--- config.mk ---
export PLATFORM = sky130hd
export DESIGN_NAME = mem_access_unit
export DESIGN_NICKNAME = d
export VERILOG_FILES = /design/src/rtl/mem_access_pkg.sv /design/src/rtl/mem_lane_align.sv /design/src/rtl/mem_access_unit.sv
export SDC_FILE = /design/constraint.sdc
export NUM_CORES = 1
export LEC_CHECK = 0
export ABC_AREA = 1
export CAP_MARGIN = 40
export CORE_ASPECT_RATIO = 0.7
export CORE_UTILIZATION = 44
export DETAILED_ROUTE_END_ITERATION = 10
export PLACE_DENSITY = 0.89
export SYNTH_ARGS = -nofsm -noshare
export SYNTH_HDL_FRONTEND = slang
export SYNTH_SLANG_ARGS = --single-unit
--- constraint.sdc ---
create_clock -name clk -period 1.8 [get_ports clk]
set_clock_uncertainty 0.05 [all_clocks]
set_input_delay 0.27 -clock clk [delete_from_list [all_inputs] [get_ports clk]]
set_output_delay 0.27 -clock clk [all_outputs]
set_load 0.05 [all_outputs]
--- src/rtl/mem_access_pkg.sv ---
// Shared types and constants for the MEM-stage access engine.
// Holds width codes, the writeback-source code that marks a load, the FSM
// state enum and a helper that classifies misaligned accesses.
package mem_access_pkg;

    localparam logic [1:0] MW_BYTE     = 2'b00;
    localparam logic [1:0] MW_HALF     = 2'b01;
    localparam logic [1:0] MW_WORD     = 2'b10;
    localparam logic [1:0] REG_SRC_MEM = 2'b01;

    typedef enum logic [1:0] {
        IDLE = 2'b00,
        WAIT = 2'b01,
        DONE = 2'b10
    } state_t;

    // Width code 2'b11 behaves as a word, so anything that is not byte or
    // half needs a zero byte offset.
    function automatic logic is_misaligned(input logic [1:0] width, input logic [1:0] off);
        logic mis;
        case (width)
            MW_BYTE: mis = 1'b0;
            MW_HALF: mis = off[0];
            default: mis = (off != 2'b00);
        endcase
        return mis;
    endfunction

endpackage

--- src/rtl/mem_lane_align.sv ---
// Purpose: combinational lane steering for the data-memory bus.
// Latency: zero cycles (pure combinational).
// Backpressure: none; the caller decides when the results are captured.
//
// Ports:
//   st_off/st_width/st_is_store/st_data -> st_be/st_wdata   store byte enables and replicated data
//   ld_off/ld_width/ld_sign/ld_rdata    -> ld_data          load extract and sign/zero extension
module mem_lane_align
    import mem_access_pkg::*;
(
    input  logic [1:0]  st_off,
    input  logic [1:0]  st_width,
    input  logic        st_is_store,
    input  logic [31:0] st_data,
    output logic [3:0]  st_be,
    output logic [31:0] st_wdata,
    input  logic [1:0]  ld_off,
    input  logic [1:0]  ld_width,
    input  logic        ld_sign,
    input  logic [31:0] ld_rdata,
    output logic [31:0] ld_data
);

    logic [7:0]  ld_byte;
    logic [15:0] ld_half;

    // Store side: narrow data is replicated on every lane so the memory
    // only has to honour the byte enables. Loads always enable all lanes.
    always_comb begin
        st_be    = 4'b1111;
        st_wdata = st_data;
        if (st_is_store) begin
            case (st_width)
                MW_BYTE: begin
                    st_be    = 4'b0001 << st_off;
                    st_wdata = {4{st_data[7:0]}};
                end
                MW_HALF: begin
                    // Only addr[1] selects the half; addr[0] is ignored here.
                    st_be    = 4'b0011 << {st_off[1], 1'b0};
                    st_wdata = {2{st_data[15:0]}};
                end
                default: begin
                    st_be    = 4'b1111;
                    st_wdata = st_data;
                end
            endcase
        end
    end

    // Load side: pick the addressed lane(s) and extend from the top bit.
    always_comb begin
        ld_byte = ld_rdata[{ld_off, 3'b000} +: 8];
        ld_half = ld_rdata[{ld_off[1], 4'b0000} +: 16];
        case (ld_width)
            MW_BYTE: ld_data = {{24{ld_sign & ld_byte[7]}}, ld_byte};
            MW_HALF: ld_data = {{16{ld_sign & ld_half[15]}}, ld_half};
            default: ld_data = ld_rdata;
        endcase
    end

endmodule

--- src/rtl/mem_access_unit.sv ---
// Purpose: MEM-stage load/store engine driving a variable-latency data-memory bus.
// Latency: 3 cycles minimum (IDLE, WAIT with ack, DONE); WAIT lasts up to TIMEOUT cycles.
// Backpressure: stall_o holds IF..EX/MEM from start until DONE; dmem_req_o held until ack or timeout.
//
// Ports: clk, rst_n (async, active low); EX/MEM inputs valid_i, alu_result_i,
//   reg_2_data_i, mem_width_i, mem_sign_extend_i, reg_src_i, mem_write_i;
//   bus dmem_req_o/we_o/addr_o/wdata_o/be_o, dmem_ack_i/rdata_i;
//   pipeline stall_o, done_o, load_data_o, bus_err_o, misaligned_o.
// Optional feature: define MEM_MISALIGN_TRAP_EN to trap misaligned half/word
//   accesses without touching the bus; otherwise low address bits are ignored.
module mem_access_unit
    import mem_access_pkg::*;
#(
    parameter int TIMEOUT = 16
) (
    input  logic        clk,
    input  logic        rst_n,
    input  logic        valid_i,
    input  logic [31:0] alu_result_i,
    input  logic [31:0] reg_2_data_i,
    input  logic [1:0]  mem_width_i,
    input  logic        mem_sign_extend_i,
    input  logic [1:0]  reg_src_i,
    input  logic        mem_write_i,
    output logic        dmem_req_o,
    output logic        dmem_we_o,
    output logic [31:0] dmem_addr_o,
    output logic [31:0] dmem_wdata_o,
    output logic [3:0]  dmem_be_o,
    input  logic        dmem_ack_i,
    input  logic [31:0] dmem_rdata_i,
    output logic        stall_o,
    output logic        done_o,
    output logic [31:0] load_data_o,
    output logic        bus_err_o,
    output logic        misaligned_o
);

    localparam int CNT_W = (TIMEOUT > 2) ? $clog2(TIMEOUT) : 1;

    state_t             state_q,  state_d;
    logic               req_q,    req_d;
    logic               we_q,     we_d;
    logic [29:0]        addr_q,   addr_d;
    logic [31:0]        wdata_q,  wdata_d;
    logic [3:0]         be_q,     be_d;
    logic [1:0]         width_q,  width_d;
    logic               sign_q,   sign_d;
    logic [1:0]         off_q,    off_d;
    logic [CNT_W-1:0]   cnt_q,    cnt_d;
    logic               done_q,   done_d;
    logic               err_q,    err_d;
    logic [31:0]        ld_q,     ld_d;
`ifdef MEM_MISALIGN_TRAP_EN
    logic               mis_q,    mis_d;
`endif

    logic               start;
    logic               trap_hit;
    logic [3:0]         lane_be;
    logic [31:0]        lane_wdata;
    logic [31:0]        lane_ld;

    // A slot that both writes and reads memory is handled as a store.
    assign start = valid_i & (mem_write_i | (reg_src_i == REG_SRC_MEM));

`ifdef MEM_MISALIGN_TRAP_EN
    assign trap_hit = is_misaligned(mem_width_i, alu_result_i[1:0]);
`else
    assign trap_hit = 1'b0;
`endif

    mem_lane_align u_align (
        .st_off      (alu_result_i[1:0]),
        .st_width    (mem_width_i),
        .st_is_store (mem_write_i),
        .st_data     (reg_2_data_i),
        .st_be       (lane_be),
        .st_wdata    (lane_wdata),
        .ld_off      (off_q),
        .ld_width    (width_q),
        .ld_sign     (sign_q),
        .ld_rdata    (dmem_rdata_i),
        .ld_data     (lane_ld)
    );

    always_comb begin
        state_d = state_q;
        req_d   = req_q;
        we_d    = we_q;
        addr_d  = addr_q;
        wdata_d = wdata_q;
        be_d    = be_q;
        width_d = width_q;
        sign_d  = sign_q;
        off_d   = off_q;
        cnt_d   = cnt_q;
        ld_d    = ld_q;
        done_d  = 1'b0;
        err_d   = 1'b0;
`ifdef MEM_MISALIGN_TRAP_EN
        mis_d   = 1'b0;
`endif
        case (state_q)
            IDLE: begin
                // dmem_ack_i is deliberately ignored here so a stale ack
                // (e.g. one that outlives a reset) cannot complete anything.
                if (start) begin
                    if (trap_hit) begin
                        state_d = DONE;
                        done_d  = 1'b1;
                        ld_d    = 32'd0;
`ifdef MEM_MISALIGN_TRAP_EN
                        mis_d   = 1'b1;
`endif
                    end else begin
                        state_d = WAIT;
                        req_d   = 1'b1;
                        we_d    = mem_write_i;
                        addr_d  = alu_result_i[31:2];
                        wdata_d = lane_wdata;
                        be_d    = lane_be;
                        width_d = mem_width_i;
                        sign_d  = mem_sign_extend_i;
                        off_d   = alu_result_i[1:0];
                        cnt_d   = '0;
                    end
                end
            end
            WAIT: begin
                cnt_d = cnt_q + CNT_W'(1);
                // Ack is tested first so an ack on the last allowed cycle wins.
                if (dmem_ack_i) begin
                    state_d = DONE;
                    req_d   = 1'b0;
                    done_d  = 1'b1;
                    if (!we_q) begin
                        ld_d = lane_ld;
                    end
                end else if (cnt_q == CNT_W'(TIMEOUT - 1)) begin
                    state_d = DONE;
                    req_d   = 1'b0;
                    done_d  = 1'b1;
                    err_d   = 1'b1;
                    ld_d    = 32'd0;
                end
            end
            DONE: begin
                state_d = IDLE;
            end
            default: begin
                state_d = IDLE;
            end
        endcase
    end

    always_ff @(posedge clk or negedge rst_n) begin
        if (!rst_n) begin
            state_q <= IDLE;
            req_q   <= 1'b0;
            we_q    <= 1'b0;
            addr_q  <= '0;
            wdata_q <= '0;
            be_q    <= '0;
            width_q <= '0;
            sign_q  <= 1'b0;
            off_q   <= '0;
            cnt_q   <= '0;
            done_q  <= 1'b0;
            err_q   <= 1'b0;
            ld_q    <= '0;
`ifdef MEM_MISALIGN_TRAP_EN
            mis_q   <= 1'b0;
`endif
        end else begin
            state_q <= state_d;
            req_q   <= req_d;
            we_q    <= we_d;
            addr_q  <= addr_d;
            wdata_q <= wdata_d;
            be_q    <= be_d;
            width_q <= width_d;
            sign_q  <= sign_d;
            off_q   <= off_d;
            cnt_q   <= cnt_d;
            done_q  <= done_d;
            err_q   <= err_d;
            ld_q    <= ld_d;
`ifdef MEM_MISALIGN_TRAP_EN
            mis_q   <= mis_d;
`endif
        end
    end

    assign stall_o      = ((state_q == IDLE) & start) | (state_q == WAIT);
    assign dmem_req_o   = req_q;
    assign dmem_we_o    = we_q;
    assign dmem_addr_o  = {addr_q, 2'b00};
    assign dmem_wdata_o = wdata_q;
    assign dmem_be_o    = be_q;
    assign done_o       = done_q;
    assign bus_err_o    = err_q;
    assign load_data_o  = ld_q;
`ifdef MEM_MISALIGN_TRAP_EN
    assign misaligned_o = mis_q;
`else
    assign misaligned_o = 1'b0;
`endif

endmodule
==> results of run 1 <==
## how the worst min path moves through the flow
stage	start	cells past startpoint	slack, ns	end
after global placement	rst_n	2	0.35	load_data_o[26]
after floorplan	rst_n	0	-0.08	addr_q[0]
final	alu_result_i[8]	3	0.35	addr_q[6]
after global routing	alu_result_i[8]	3	0.36	addr_q[6]
after CTS	alu_result_i[9]	3	0.34	addr_q[7]
after detailed placement	rst_n	2	0.35	load_data_o[0]
## cell families (layout without fill, tap and decap cells)
group           count (synthesis)  count (layout)  synth area share
flops                         113             113            0.5366
compound gates                 68              68           0.06956
simple gates                  428             428            0.3262
fa+ha+maj                       1               1          0.002374
other cells                     1               3         0.0007116
buf+inv                        69             312           0.06125
xor+xnor                        2               2          0.003324
## layer usage
layer | global-route usage | vias up
met5 | 0 | -
met2 | 0.4097 | 252
met1 | 0.3563 | 2424
met3 | 0.08401 | 34
li1 | - | 2592
met4 | 0.1073 | 0
## sequential cells by signal, indices dropped and copies added, names as in the netlist
| name | flops |
|---|---|
| off_q | 2 |
| state_q | 2 |
| sign_q | 1 |
| load_data_o | 32 |
| dmem_we_o | 1 |
| dmem_be_o | 4 |
| addr_q | 30 |
| bus_err_o | 1 |
| cnt_q | 4 |
| width_q | 2 |
| dmem_wdata_o | 32 |
| done_o | 1 |
| dmem_req_o | 1 |
## critical path, cell delays in order (launching register included)
cell,delay (ns)
dfrtp_1,0.40
nor2_4,0.13
nand2_2,0.08
a21oi_4,0.16
inv_4,0.07
nand2_4,0.08
buf_12,0.13
## layout by cell type, fill, tap and decap left out, types with 17 or more instances in the layout
cell type,instances
clkbuf_16,17
clkdlybuf4s50_1,104
nand2_1,321
o21ai_0,31
nor2_1,51
dfrtp_1,113
buf_4,128
inv_1,32
nand3_1,43
a21oi_1,26
## synth_stat cells (all sizes together) (2+ instances only)
cell type  count
nand2        329
buf           19
a21oi         27
clkbuf        12
o22ai          5
nor2          54
o211ai         3
inv           36
dfrtp        113
clkinv         2
o21ai         32
nand3         44
## timing repair
item                                   in CTS  in global routing
pin swaps                                   0                  1
setup endpoints to repair                   4                  1
gates resized for setup                     6                  3
hold buffers                                1                  0
endpoints found under the hold margin     113                  0
setup buffers                               1                  6
## power breakdown
group          internal [mW]  switching [mW]  total (mW)
Combinational           2.08            4.77        6.85
Sequential              3.45           0.608        4.06
Clock                   2.48            1.13        3.61
Total                   8.01            6.51        14.5
## through the flow
stage	setup slack (ns)	util	TNS, ns	area (µm²)
6_report	0.03287	0.6946	0	8117
4_1_cts	-0.07007	0.6897	-0.07007	8059
2_1_floorplan	0.06319	-	0	5278
3_5_place_dp	-0.03269	0.6335	-0.03269	7402
5_1_grt	-0.04717	0.6946	-0.04717	8117
3_3_place_gp	0.03189	0.6335	0	7402
## cell type report
cell class	instances	area [µm²]	share of cell area
multi-input cells	502	2148	0.2647
clock inverters	11	185.2	0.02281
inverters	38	150.1	0.01850
clock buffers	21	450.4	0.05550
repair buffers	242	2158	0.2659
flip-flops and latches	113	2828	0.3484
well taps	157	196.4	0.02420
==> flow_summary.toml, run 1 <==
[status]
status = "finished, final reports clean"

[grt]
track_usage = 0.2687
grt_pass1_vias = 5278
globalRoute.totalOverflow = 0
antenna_found_initial = 0
grt_max_degree = 114
grt_pass1_wl_um = 25850

[worst_setup_path]
r2r-end = "dmem_wdata_o[22]"
path_class = "reg -> out"
cp-endpoint = "stall_o"
startpoint = "state_q[1]"
cp_max_fo = 3
end_kind = "primary output"
start_kind = "flip-flop"
worstReg2RegStart = "state_q[1]"
cp.required_ns = 1.48
r2r_cells = 9
rrSetupSlack_ns = 0.15
worstPathArrival_ns = 1.45

[yosys]
syn-instance-count = 682
async_reset_ff_frac = 1.000
synth_area_leader_cell = "dfrtp_1"
synth_top_cell_area_share = 0.5366
synth_top_cells_by_area = "dfrtp_1, nand2_1, nand3_1"
synth-edff-count = 0
synthFlopType = "dfrtp_1"
syn-cell-area_um2 = 5270
yosysWarnings = 0
ys_ff_latch = 113
ys_seq_area_frac = 0.5366
synth_area_per_cell_um2 = 7.727
ys_types = 29

[pwr]
leakage_nw = 4.277
power_mw = 14.52
power_density_nw_per_um2 = 1789
vdd_drop_max_v = 0.001007

[clock_network]
numCtsBuffers = 17
cts_max_level = 4
clkSlewWorstSetupHoldPaths_ns = 0.05
cts_tree = "built"
clock_path_buffers = 2
clk_latency_ns = 0.40
root_buffer = "clkbuf_16"
clkSinkCount = 113

[routing]
dr_wl_met3_um = 1361
top_layer = "met4"
wl_met1_um = 6794
wl_met2_um = 7100
dr.pass1.iters = 5
num_vias = 5302
post_drt_wl_per_cell_um = 14.40
routed_via_density = 4.891
wirelength_um = 15610
antenna_left = 0
drc = 0
drtIter0Drc = 410

[timing]
fin_crit_sh = 0.9817
setup_viol = 0
hold_ws_ns = 0.3513
max_freq_mhz = 565.9
slew_violations = 0
grt_setup_unrepaired = "yes"
period_needed_ns = 1.767
worstMarginPinSlew_ns = 0.6133
hold_viol_final = 0
slew_headroom = 0.5911

[die]
core-area_um2 = 11690
die_h_um = 93.57
start_util = 0.4510
die-area_um2 = 12430
row_count = 33
io_pins = 212
die_w_um = 132.8

[finish]
nFillCells = 921
fin_cells = 1084
drive_above_1_share = 0.1953
diodes = 0
finish.net_count = 1021
area_delta_synth_final_pct = 54.01

[min_path]
min_path_type = "in -> reg"

[placement]
dp_hpwl_um = 11350
portBuffers = 208
dp.cells = 1044
gp_congestion = 0.8717

[run]
cap_violations = 0
Power figures use the tool's default switching activity.
==> inputs of run 2 (changes only) <==
==> constraint.sdc (replaced) <==
create_clock -name clk -period 1.8 [get_ports clk]
set_clock_uncertainty 0.05 [all_clocks]
set_input_delay 0.18 -clock clk [delete_from_list [all_inputs] [get_ports clk]]
set_output_delay 0.18 -clock clk [all_outputs]
set_load 0.05 [all_outputs]
==> run 2 against run 1 <==
  * First-iteration DRC count unchanged
  * Sequential share of layout area down 0.86 points
  * Sequential cell count unchanged
  * Worst hold slack worse by 0.15 ns
  * Final cell count down 0.92%
  * Die area unchanged
  * Register-to-register slack worse by 0.03 ns
  * Clock power up 4%
  * Global-route usage down 0.47 points
  * Core utilization up 1.8 points
==> flow_summary.toml, run 2 (synthesis gave the netlist of run 1 again) <==
[status]
status = "finished, final reports clean"

[clock_network]
root_buffer = "clkbuf_16"
clk_latency_ns = 0.39
cts_tree = "built"
post-cts-setup-buffers = 0
clkSlewWorstSetupHoldPaths_ns = 0.05
numCtsBuffers = 17
clock_path_buffers = 2
cts_max_level = 4
clkSinkCount = 113

[timing]
slew_headroom = 0.6374
max_freq_mhz = 562.8
period_needed_ns = 1.777
slew_violations = 0
worstMarginPinSlew_ns = 0.5430
grt_setup_unrepaired = "yes"
fin_crit_sh = 0.9872
tns_ns = 0
hold_viol_final = 0
setup_viol = 0
fin_ws_ns = 0.02302

[worst_setup_path]
timing.critical_path.mode_cell = "nand2_2"
cp_max_fo = 10
cpLargestDelayFamily = "flip-flops"
max_stage_delay_ns = 0.40
cp.required_ns = 1.57
crit_path_cell_trace = "nor2_4 > nand2_2 > a21oi_4 > inv_4 > nand2_2 > buf_12"
worstPathArrival_ns = 1.55
path_class = "reg -> out"
crit_path_top_delay_cell = "dfrtp_1"
rrSetupSlack_ns = 0.12
end_kind = "primary output"
worst-path-buf-inv = 2
start_kind = "flip-flop"

[placement]
portBuffers = 208
gp_congestion = 0.8664
dp_hpwl_um = 11420
dp.cells = 1042
place_ws_ns = 0.05807

[finish]
diodes = 0
layout_commonest_cell = "nand2_1"
drive_above_1_share = 0.1025
nFillCells = 915
finish.utilization = 0.7122
fin_cells = 1074
final_cell_mix = "nand2_1, dfrtp_1, clkdlybuf4s50_1"
finish.net_count = 1012
area_delta_synth_final_pct = 57.91

[grt]
grt_max_degree = 39
grt_pass1_wl_um = 25490
track_usage = 0.2640
antenna_found_initial = 0
globalRoute.totalOverflow = 0
grt_pass1_vias = 5153

[pwr]
vdd_drop_max_v = 0.001002
power_mw = 14.58
power_density_nw_per_um2 = 1752
leakage_nw = 4.675

[routing]
drtIter0Drc = 410
post_drt_wl_per_cell_um = 14.77
num_vias = 5278
antenna_left = 0
dr.pass1.iters = 5
wirelength_um = 15870
drc = 0
routed_via_density = 4.914

[die]
start_util = 0.4510
io_pins = 212
row_count = 33
die_w_um = 132.8
die_h_um = 93.57
core-area_um2 = 11690
die-area_um2 = 12430

[min_path]
min_path_type = "in -> async"

[run]
cap_violations = 0
-- run 2: changes by cell type in the layout (fill, tap and decap cells not counted), moves of 2 or more --
| cell | change |
|---|---|
| buf_12 | +2 |
| buf_4 | -90 |
| clkdlybuf4s50_1 | +2 |
| dlygate4sd2_1 | +43 |
| dlymetal6s2s_1 | +34 |
-- run 2: final cells by class --
type,count,area [µm²],share of cell area
inverter,38,150.1,0.01804
multi-input combinational,502,2146,0.2579
timing repair buffer,233,2345,0.2818
clock buffer,20,446.7,0.05368
tap,157,196.4,0.02361
sequential,113,2828,0.3398
clock inverter,11,210.2,0.02526
-- run 2: worst paths after layout --
check	cells after the start	end	startpoint
setup / recovery	6	stall_o	state_q[0]
hold / removal	2	load_data_o[22]	rst_n
setup reg to reg	7	dmem_wdata_o[17]	state_q[0]
hold reg to reg	2	addr_q[7]	addr_q[7]
max in group asynchronous	3	dmem_we_o	rst_n
min in group clk	3	addr_q[0]	alu_result_i[2]
-- run 2: per-layer routing --
layer	up-vias	part of all wire	track usage
met2	232	0.46	0.4058
met1	2457	0.43	0.3498
li1	2569	-	-
met5	-	0	0
met4	0	0.015	0.09195
met3	20	0.087	0.08672
-- run 2: what timing repair did --
item                                    4_1_cts  5_1_grt
hold buffers                                  1        0
endpoints found under the setup margin       47       35
hold endpoints to repair                     54        0
gates resized for setup                      50       36
-- run 2: through the flow --
step / hold WS, ns / cell area (µm²)
6_report: 0.1989 / 8322
5_1_grt: 0.2242 / 8322
2_1_floorplan: -0.1656 / 5278
3_3_place_gp: 0.06553 / 7610
4_1_cts: 0.1998 / 8229
3_5_place_dp: 0.07076 / 7610
-- run 2: where the power goes --
part | switching [mW] | internal, mW | total (mW)
Combinational | 4.80 | 2.03 | 6.82
Sequential | 0.551 | 3.44 | 4.00
Clock | 1.14 | 2.62 | 3.76
==> inputs of run 3 (changes only) <==
--- a/config.mk
+++ b/config.mk
@@ -8,9 +8,9 @@
 export ABC_AREA = 1
 export CAP_MARGIN = 40
 export CORE_ASPECT_RATIO = 0.7
-export CORE_UTILIZATION = 44
+export CORE_UTILIZATION = 39
 export DETAILED_ROUTE_END_ITERATION = 10
-export PLACE_DENSITY = 0.89
+export PLACE_DENSITY = 0.84
 export SYNTH_ARGS = -nofsm -noshare
 export SYNTH_HDL_FRONTEND = slang
 export SYNTH_SLANG_ARGS = --single-unit
==> constraint.sdc (replaced) <==
create_clock -name clk -period 1.6 [get_ports clk]
set_clock_uncertainty 0.05 [all_clocks]
set_input_delay 0.16 -clock clk [delete_from_list [all_inputs] [get_ports clk]]
set_output_delay 0.16 -clock clk [all_outputs]
set_load 0.05 [all_outputs]
==> run 3 against run 2 <==
  * The run now ends with negative setup slack left
  * Register-to-register slack got worse by 0.20 ns
  * Wire length is 0.98% higher
  * Clock-buffer cell count decreased by 1
  * Final cell count grew 4.7%
  * Global-route usage decreased by 2.8 points
  * Critical path depth up 1
  * Cell area grew 0.26%
  * Sequential power is 14% higher
  * Die area rose by 13%
  * Worst setup slack worse by 0.20 ns
  * Largest power group unchanged
==> flow_summary.toml, run 3 (synthesis gave the netlist of run 1 again) <==
[run]
cap_violations = 0

[worst_setup_path]
rrSetupSlack_ns = -0.08
worstReg2RegStart = "state_q[0]"
crit_path_cell_trace = "nor2_4 > nand2_2 > a21oi_4 > inv_2 > buf_6 > nand2_4 > buf_12"
path_class = "reg -> out"
end_kind = "primary output"
start_kind = "flip-flop"
max_stage_delay_ns = 0.41
startpoint = "state_q[0]"
worstPathArrival_ns = 1.57
cp_max_fo = 2
crit_path_top_delay_cell = "dfrtp_1"
cp.required_ns = 1.39

[clock_network]
clk_latency_ns = 0.39
cts_max_level = 4
numCtsBuffers = 17
cts_tree = "built"
clock_path_buffers = 2
clkSlewWorstSetupHoldPaths_ns = 0.06
clkSinkCount = 113
root_buffer = "clkbuf_16"

[finish]
finish.net_count = 1035
finish.utilization = 0.6329
area_delta_synth_final_pct = 58.31
diodes = 0
drive_above_1_share = 0.2138
fin_cells = 1125
final_cell_mix = "nand2_1, buf_4, dfrtp_1"
layout_commonest_cell = "nand2_1"

[routing]
wl_met2_um = 7073
drtIter0Drc = 307
num_vias = 5399
top_layer = "met4"
antenna_left = 0
routed_via_density = 4.799
dr.pass1.iters = 6
wl_met1_um = 7647
wirelength_um = 16020
dr_wl_met3_um = 991
drc = 0
post_drt_wl_per_cell_um = 14.24

[pwr]
power_density_nw_per_um2 = 1969
p_int_mw = 9.003
p_switching_mw = 7.425
combPwrFrac = 0.476
leakage_nw = 4.367
vdd_drop_max_v = 0.001009
p_seq_frac = 0.277
p_clk_frac = 0.246
power.share.switching = 0.4520

[grt]
antenna_found_initial = 0
globalRoute.totalOverflow = 0
track_usage = 0.2362
grt_pass1_wl_um = 25920
grt_pass1_vias = 5190
grt_max_degree = 46

[timing]
tns_ns = -0.3591
grt_setup_unrepaired = "yes"
worstMarginPinSlew_ns = 0.5765
fin_crit_sh = 1.111
hold_viol_final = 0
fin_ws_ns = -0.1781
period_needed_ns = 1.778
max_freq_mhz = 562.4
slew_headroom = 0.6157
slew_violations = 0
hold_ws_ns = 0.1987
setup_viol = 4

[status]
failed_checks = "negative setup slack"
status = "finished with violations"

[die]
core-area_um2 = 13180
row_count = 35
io_pins = 212
die_w_um = 140.9
die-area_um2 = 13990
start_util = 0.3998
die_h_um = 99.26

[placement]
dp_hpwl_um = 11670
gp_congestion = 0.8479
place_ws_ns = -0.06050
portBuffers = 208
dp.cells = 1082

[min_path]
min_path_type = "in -> async"
[run 3: cell type report]
class                      count  area (µm²)
clock buffer                  19       452.9
clock inverter                12       182.7
fill                        1096        4838
inverter                      38       155.1
multi-input combinational    502        2165
sequential                   113        2828
tap                          185       231.5
timing repair buffer         255        2322
timing repair inverter         1       6.256
[run 3: power groups by stage]
stage / clock (mW) / combinational, mW / sequential (mW)
after global routing: 4.27 / 8.35 / 4.68
after global placement: 0 / 7.56 / 4.57
after detailed placement: 0 / 7.70 / 4.55
after floorplan: 0 / 1.88 / 7.73
final: 4.04 / 7.83 / 4.56
after CTS: 4.11 / 7.74 / 4.55
[run 3: path summary, 6_finish.rpt]
path / end / cells past startpoint
setup reg to reg: dmem_wdata_o[8] / 9
hold / removal: load_data_o[21] / 2
setup / recovery: stall_o / 7
min in group clk: addr_q[14] / 3
max in group asynchronous: dmem_be_o[2] / 3
hold reg to reg: load_data_o[3] / 2
[run 3: stage by stage]
| stage | power [mW] | area [µm²] |
|---|---|---|
| 2_1_floorplan | 9.603 | 5280 |
| 3_3_place_gp | 12.13 | 7495 |
| 3_5_place_dp | 12.25 | 7495 |
| 4_1_cts | 16.41 | 8202 |
| 5_1_grt | 17.30 | 8343 |
| 6_report | 16.43 | 8343 |
[run 3: metal layers]
metal	up-vias	GRT usage
li1	2617	-
met2	190	0.3529
met4	0	0.07943
met5	-	0
met3	26	0.05922
met1	2566	0.3355
[run 3: what timing repair did]
action,CTS,global route
hold buffers,1,0
setup endpoints to repair,15,85
gates resized for setup,7,17
buffers inserted,5,4
hold endpoints to repair,29,0
gates cloned,0,3
pin swaps,2,3
[run 3: critical path, delay by kind of cell, from the launching register on]
kind                   cells  cell delay (ns)
buffers and inverters      3             0.32
AO/OA/AOI/OAI              1             0.15
AND/OR/NAND/NOR            3             0.29
flip-flops                 1             0.41
